`src/rtl/instr_encoder_pkg.sv`:
```
// rtl/instr_encoder_pkg.sv - shared instruction word layout, format codes and FSM states
package instr_encoder_pkg;

   localparam int WORD_W = 32;

   // format codes
   localparam logic FMT_0 = 1'b0;
   localparam logic FMT_1 = 1'b1;

   // field widths
   localparam int OP_W     = 5;
   localparam int SRC_W    = 5;   // {reg flag, 4-bit index}
   localparam int DEST_W   = 4;
   localparam int SHIFT_W  = 5;
   localparam int RES_W    = 8;
   localparam int F1_PAD_W = 3;

   // fields common to both formats
   localparam int OP_LSB       = 0;
   localparam int FMT_BIT      = 5;
   localparam int SRC_A_LSB    = 6;
   localparam int SRC_B_LSB    = 11;
   localparam int NO_SHIFT_BIT = 31;

   // format 0 fields
   localparam int F0_SRC_C_LSB = 16;
   localparam int F0_DEST_LSB  = 21;
   localparam int F0_SHIFT_LSB = 25;
   localparam int F0_NSAT_BIT  = 30;

   // format 1 fields
   localparam int F1_DEST_LSB  = 16;
   localparam int F1_RES_LSB   = 20;
   localparam int F1_PAD_LSB   = 28;

   typedef enum logic {
      ST_IDLE = 1'b0,
      ST_LOAD = 1'b1
   } enc_state_t;

   // format 1 has no room for a saturate flag, so it must always saturate
   function automatic logic is_illegal(input logic format, input logic saturate);
      return (format == FMT_1) && !saturate;
   endfunction

endpackage

```
`src/rtl/instr_pack.sv`:
```
// rtl/instr_pack.sv - combinational packing of instruction fields into one word
module instr_pack
   import instr_encoder_pkg::*;
(
   input  logic [4:0]        operation,
   input  logic              format,
   input  logic [3:0]        src_a,
   input  logic [3:0]        src_b,
   input  logic [3:0]        src_c,
   input  logic [3:0]        dest,
   input  logic              src_a_reg,
   input  logic              src_b_reg,
   input  logic              src_c_reg,
   input  logic              saturate,
   input  logic [4:0]        instr_shift,
   input  logic              no_shift,
   input  logic [7:0]        res_addr,
   output logic [WORD_W-1:0] word
);

   // place each field at its package-defined position; format selects the upper half layout
   always_comb begin
      word = '0;
      word[OP_LSB +: OP_W]       = operation;
      word[FMT_BIT]              = format;
      word[SRC_A_LSB +: SRC_W]   = {src_a_reg, src_a};
      word[SRC_B_LSB +: SRC_W]   = {src_b_reg, src_b};
      word[NO_SHIFT_BIT]         = no_shift;
      if (format == FMT_0) begin
         word[F0_SRC_C_LSB +: SRC_W]   = {src_c_reg, src_c};
         word[F0_DEST_LSB +: DEST_W]   = dest;
         word[F0_SHIFT_LSB +: SHIFT_W] = instr_shift;
         word[F0_NSAT_BIT]             = ~saturate;
      end else begin
         word[F1_DEST_LSB +: DEST_W]   = dest;
         word[F1_RES_LSB +: RES_W]     = res_addr;
         word[F1_PAD_LSB +: F1_PAD_W]  = '0;
      end
   end

endmodule

```
`src/rtl/instr_encoder.sv`:
```
// rtl/instr_encoder.sv - streams encoded instruction words into the block instruction memory
module instr_encoder
   import instr_encoder_pkg::*;
#(
   parameter int ADDR_WIDTH = 8
) (
   input  logic                  clk,
   input  logic                  reset_n,
   input  logic                  start,
   input  logic [ADDR_WIDTH-1:0] base_addr,
   input  logic [ADDR_WIDTH:0]   count,
   input  logic                  abort,
   input  logic                  in_valid,
   output logic                  in_ready,
   input  logic [4:0]            operation,
   input  logic                  format,
   input  logic [3:0]            src_a,
   input  logic [3:0]            src_b,
   input  logic [3:0]            src_c,
   input  logic [3:0]            dest,
   input  logic                  src_a_reg,
   input  logic                  src_b_reg,
   input  logic                  src_c_reg,
   input  logic                  saturate,
   input  logic [4:0]            instr_shift,
   input  logic                  no_shift,
   input  logic [7:0]            res_addr,
   output logic                  wr_en,
   output logic [ADDR_WIDTH-1:0] wr_addr,
   output logic [WORD_W-1:0]     wr_data,
   output logic                  busy,
   output logic                  done,
   output logic                  error,
   output logic [ADDR_WIDTH:0]   err_index
);

   enc_state_t            state;
   logic [ADDR_WIDTH:0]   remaining;   // words still to be accepted
   logic [ADDR_WIDTH:0]   wr_idx;      // index of the next word to be written
   logic [ADDR_WIDTH-1:0] base_q;
   logic [WORD_W-1:0]     packed_word;
   logic                  xfer;
   logic                  illegal;

   instr_pack u_pack (
      .operation   (operation),
      .format      (format),
      .src_a       (src_a),
      .src_b       (src_b),
      .src_c       (src_c),
      .dest        (dest),
      .src_a_reg   (src_a_reg),
      .src_b_reg   (src_b_reg),
      .src_c_reg   (src_c_reg),
      .saturate    (saturate),
      .instr_shift (instr_shift),
      .no_shift    (no_shift),
      .res_addr    (res_addr),
      .word        (packed_word)
   );

   assign in_ready = (state == ST_LOAD) && (remaining != '0);
   assign busy     = (state == ST_LOAD);
   assign xfer     = in_valid && in_ready;
   assign illegal  = is_illegal(format, saturate);

   // load FSM: accept a start, write one word per legal transfer, finish or abort
   always_ff @(posedge clk or negedge reset_n) begin
      if (!reset_n) begin
         state     <= ST_IDLE;
         remaining <= '0;
         wr_idx    <= '0;
         base_q    <= '0;
         wr_en     <= 1'b0;
         wr_addr   <= '0;
         wr_data   <= '0;
         done      <= 1'b0;
         error     <= 1'b0;
         err_index <= '0;
      end else begin
         wr_en <= 1'b0;
         done  <= 1'b0;
         case (state)
            ST_IDLE: begin
               if (start) begin
                  error     <= 1'b0;
                  err_index <= '0;
                  base_q    <= base_addr;
                  wr_idx    <= '0;
                  remaining <= count;
                  if (count == '0) begin
                     done <= 1'b1;
                  end else begin
                     state <= ST_LOAD;
                  end
               end
            end
            ST_LOAD: begin
               if (abort) begin
                  state     <= ST_IDLE;
                  remaining <= '0;
               end else if (remaining == '0) begin
                  // last word is on the write port this cycle
                  state <= ST_IDLE;
                  done  <= 1'b1;
               end else if (xfer) begin
                  if (illegal) begin
                     if (!error) begin
                        error     <= 1'b1;
                        err_index <= wr_idx;
                     end
                  end else begin
                     wr_en     <= 1'b1;
                     wr_addr   <= base_q + wr_idx[ADDR_WIDTH-1:0];
                     wr_data   <= packed_word;
                     wr_idx    <= wr_idx + 1'b1;
                     remaining <= remaining - 1'b1;
                  end
               end
            end
            default: state <= ST_IDLE;
         endcase
      end
   end

endmodule

```
`config.mk`:
```
export PLATFORM = sky130hd
export DESIGN_NAME = instr_encoder
export DESIGN_NICKNAME = d
export VERILOG_FILES = /design/src/rtl/instr_encoder_pkg.sv /design/src/rtl/instr_pack.sv /design/src/rtl/instr_encoder.sv
export SDC_FILE = /design/constraint.sdc
export NUM_CORES = 1
export LEC_CHECK = 0
export ABC_AREA = 1
export CAP_MARGIN = 10
export CORE_MARGIN = 8
export CORE_UTILIZATION = 30
export DETAILED_ROUTE_END_ITERATION = 6
export HOLD_SLACK_MARGIN = 0.12
export SYNTH_ARGS = -nofsm -noshare
export SYNTH_HDL_FRONTEND = slang
export SYNTH_SLANG_ARGS = --single-unit
export TNS_END_PERCENT = 50
```
`constraint.sdc`:
```
create_clock -name clk -period 1.9 [get_ports clk]
set_input_delay 0.285 -clock clk [delete_from_list [all_inputs] [get_ports clk]]
set_output_delay 0.285 -clock clk [all_outputs]
set_load 0.01 [all_outputs]
```
==> impl_metrics.csv, run 1 <==
group,metric,value,unit
power,netSwitchingFraction,0.328,
setup_path,critPathRequiredTime,1.62,ns
die,initial_core_util,0.303,
setup_path,worst-setup-path-type,"flip-flop to output port",
power,p_sw,2.32,mW
timing,drv_slew,0,
cts,htreeDepth,3,
timing,setup_viol,0,
synth,synth.avg_cell_area,8.15,sq um
die,row_count,42,
synth,syn_inst,485,
synth,yosys_warnings,0,
drt,wire_per_inst,13.0,microns
drt,routed_wl,10400,microns
power,internal_power,4.74,mW
setup_path,crit_path_end_kind,"output port",
timing,period_needed,1.80,ns
power,clockPowerShare,0.262,
cts,clock_sinks,79,
die,dieWidth,131,microns
die,die_h,131,microns
timing,hold_violations,0,
final_layout,nets,685,
synth,synth_cell_types,36,
power,power_density,1230,nW/um^2
power,combPwrFrac,0.375,
drt,drt_iter0_drc,122,
setup_path,cp_max_fo,15,
cts,cts_root_buffer,"clkbuf_16",
drt,ant_nets,0,
setup_path,max_stage_delay,0.57,ns
setup_path,crit_arrival,1.52,ns
final_layout,layout.cells.non_filler,794,
grt,grt_usage,0.125,
timing,tns,0,ns
power,p_leak,2.91,nW
cts,clk_pin_slew_worst_paths,0.06,ns
place,place_inst,773,
timing,max_clock_freq,555,MHz
die,die_area,17100,sq um
power,p_seq_frac,0.363,
setup_path,worstPathCellList,"buf_4 -> clkdlybuf4s50_1",
die,ios,116,
die,core_region_area,13000,sq um
synth,synth_top_area_cell,"dfrtp_1",
synth,synth.area.top_cells,"dfrtp_1 50%, nand2_1 19%, nand3_1 4.1%",
timing,skew,0.00660,ns
final_layout,antenna_cells,0,
timing,fin_crit_sh,0.948,
timing,rsz0062_at_grt,"no",
flow_run,max_cap_viol_count,0,
setup_path,cp-start-kind,"flip-flop",
final_layout,layout_commonest_cell,"nand2_1",
outcome,status,"finished, final reports clean",
timing,worstMarginPinSlew,0.455,ns
drt,num_vias,3509,
grt,antenna_found_initial,0,
drt,firstDrtPassIters,4,
hold_path,worst_hold_path_type,"primary input to asynchronous set/reset pin",
drt,drc,0,
place,hpwl,8010,microns
synth,ys_seq_elements,79,
grt,grt_pass1_vias,3543,
timing,slew_headroom,0.697,
drt,via_per_inst,4.42,
final_layout,area_growth,45.7,%
grt,grt_max_degree,42,
grt,grt_pass1_wl,17000,microns
cts,clk_latency,0.34,ns
synth,syn_nets,557,
power,vdd_drop_max,473,uV
synth,netlist_area,3950,sq um
place,numPortBuffers,115,
place,place.gp.congestion,0.850,
cts,cts_tree,"yes",
final_layout,drive_gt1_frac,0.0955,
cts,clockBufferDepth,2,
final_layout,final_cell_mix,"203 x nand2_1, 113 x clkdlybuf4s50_1, 79 x dfrtp_1",
setup_path,crit_slowest_cell,"clkdlybuf4s50_1",
cts,numCtsBuffers,9,
synth,synth_top_cell_area_share,0.500,
grt,grt-ovfl-total,0,
synth,ys_seq_area_frac,0.500,
-- per-stage QoR --
stage	setup WS (ns)	total power, mW	hold slack, ns	cell area [sq um]	utilization
after floorplan	0.313	3.79	-0.0106	3950	-
after global placement	0.0761	5.14	0.270	5380	0.413
after detailed placement	0.00988	5.20	0.269	5380	0.413
after CTS	0.0105	7.14	0.456	5740	0.441
after global routing	0.0205	7.55	0.482	5760	0.442
final	0.0986	7.06	0.437	5760	0.442
-- Yosys cell counts (all sizes together) --
cell type and n:
dfrtp 79, clkinv 1, inv 38, clkbuf 4
nand3b 1, and2 1, o22ai 2, a21oi 7
xor2 3, nand2 207, a21o 2, nand4 5
ha 9, nor2 20, buf 14, nor4 1
nor3 1, a31o 1, o21ai 35, fa 1
nand3 33, or2 2, xnor2 4, a21boi 2
mux2i 12
-- worst max-delay path: cells and delay by family, from the launching register on --
kind / cells / cell delay (ns)
buffers and inverters: 2 / 0.80
flip-flops: 1 / 0.37
-- area by class of cell --
| type | instances | area (sq um) |
|---|---|---|
| clock buffers | 10 | 229 |
| well taps | 176 | 220 |
| clock inverters | 6 | 93.8 |
| inverters | 39 | 151 |
| flip-flops and latches | 79 | 1980 |
| multi-input cells | 349 | 1730 |
| repair buffers | 135 | 1360 |
| fillers | 1318 | 7280 |
-- timing repair --
action / CTS / global route
setup buffers: 2 / 2
setup endpoints to repair: 1 / 44
gates cloned: 0 / 0
endpoints found under the hold margin: 32 / 0
gates resized for setup: 8 / 3
pin swaps: 2 / 1
hold buffers: 1 / 0
-- routing by layer --
| layer | wire length [microns] | track usage | vias to the layer above |
|---|---|---|---|
| met5 | 0 | 0 | - |
| met4 | 167 | 0.0506 | 0 |
| met3 | 867 | 0.0491 | 12 |
| met2 | 4910 | 0.207 | 87 |
| met1 | 4410 | 0.143 | 1608 |
| li1 | - | - | 1802 |
-- kinds of logic after synthesis --
family,synth area share
buf+inv,0.0659
xor+xnor,0.0155
flops,0.500
mux,0.0304
fa+ha+maj,0.0336
simple gates,0.287
compound gates,0.0671
-- worst paths after layout --
kind	start	to	slack (ns)	cells after the start
setup / recovery	busy$_DFF_PN0_	busy	0.1	2
hold / removal	reset_n	wr_data[17]$_DFFE_PN0P_	0.44	2
setup reg to reg	remaining[0]$_DFFE_PN0P_	wr_data[27]$_DFFE_PN0P_	0.16	11
hold reg to reg	wr_data[15]$_DFFE_PN0P_	wr_data[15]$_DFFE_PN0P_	0.47	2
max in group asynchronous	reset_n	err_index[8]$_DFFE_PN0P_	0.87	3
min in group clk	wr_data[15]$_DFFE_PN0P_	wr_data[15]$_DFFE_PN0P_	0.47	2
-- sequential cells by signal (all words and copies together), names as in the netlist, 8 cells and up --
register	count
wr_data	32
err_index	9
remaining	9
wr_idx	9
base_q	8
wr_addr	8
-- power groups by stage --
stage / Combinational (mW) / Clock (mW) / Sequential, mW
final: 2.64 / 1.85 / 2.56
after global routing: 2.95 / 1.97 / 2.63
after CTS: 2.68 / 1.90 / 2.57
after detailed placement: 2.62 / 0 / 2.58
after global placement: 2.57 / 0 / 2.57
after floorplan: 1.05 / 0 / 2.74
(Power assumes the default switching activity.)
==> run 2: changes to the inputs <==
--- a/config.mk
+++ b/config.mk
@@ -10,6 +10,7 @@
 export CORE_MARGIN = 8
 export CORE_UTILIZATION = 30
 export DETAILED_ROUTE_END_ITERATION = 6
+export GPL_ROUTABILITY_DRIVEN = 0
 export HOLD_SLACK_MARGIN = 0.12
 export SYNTH_ARGS = -nofsm -noshare
 export SYNTH_HDL_FRONTEND = slang
==> results of run 2 <==
No change in the layout: final DEF, timing and power equal those of run 1.
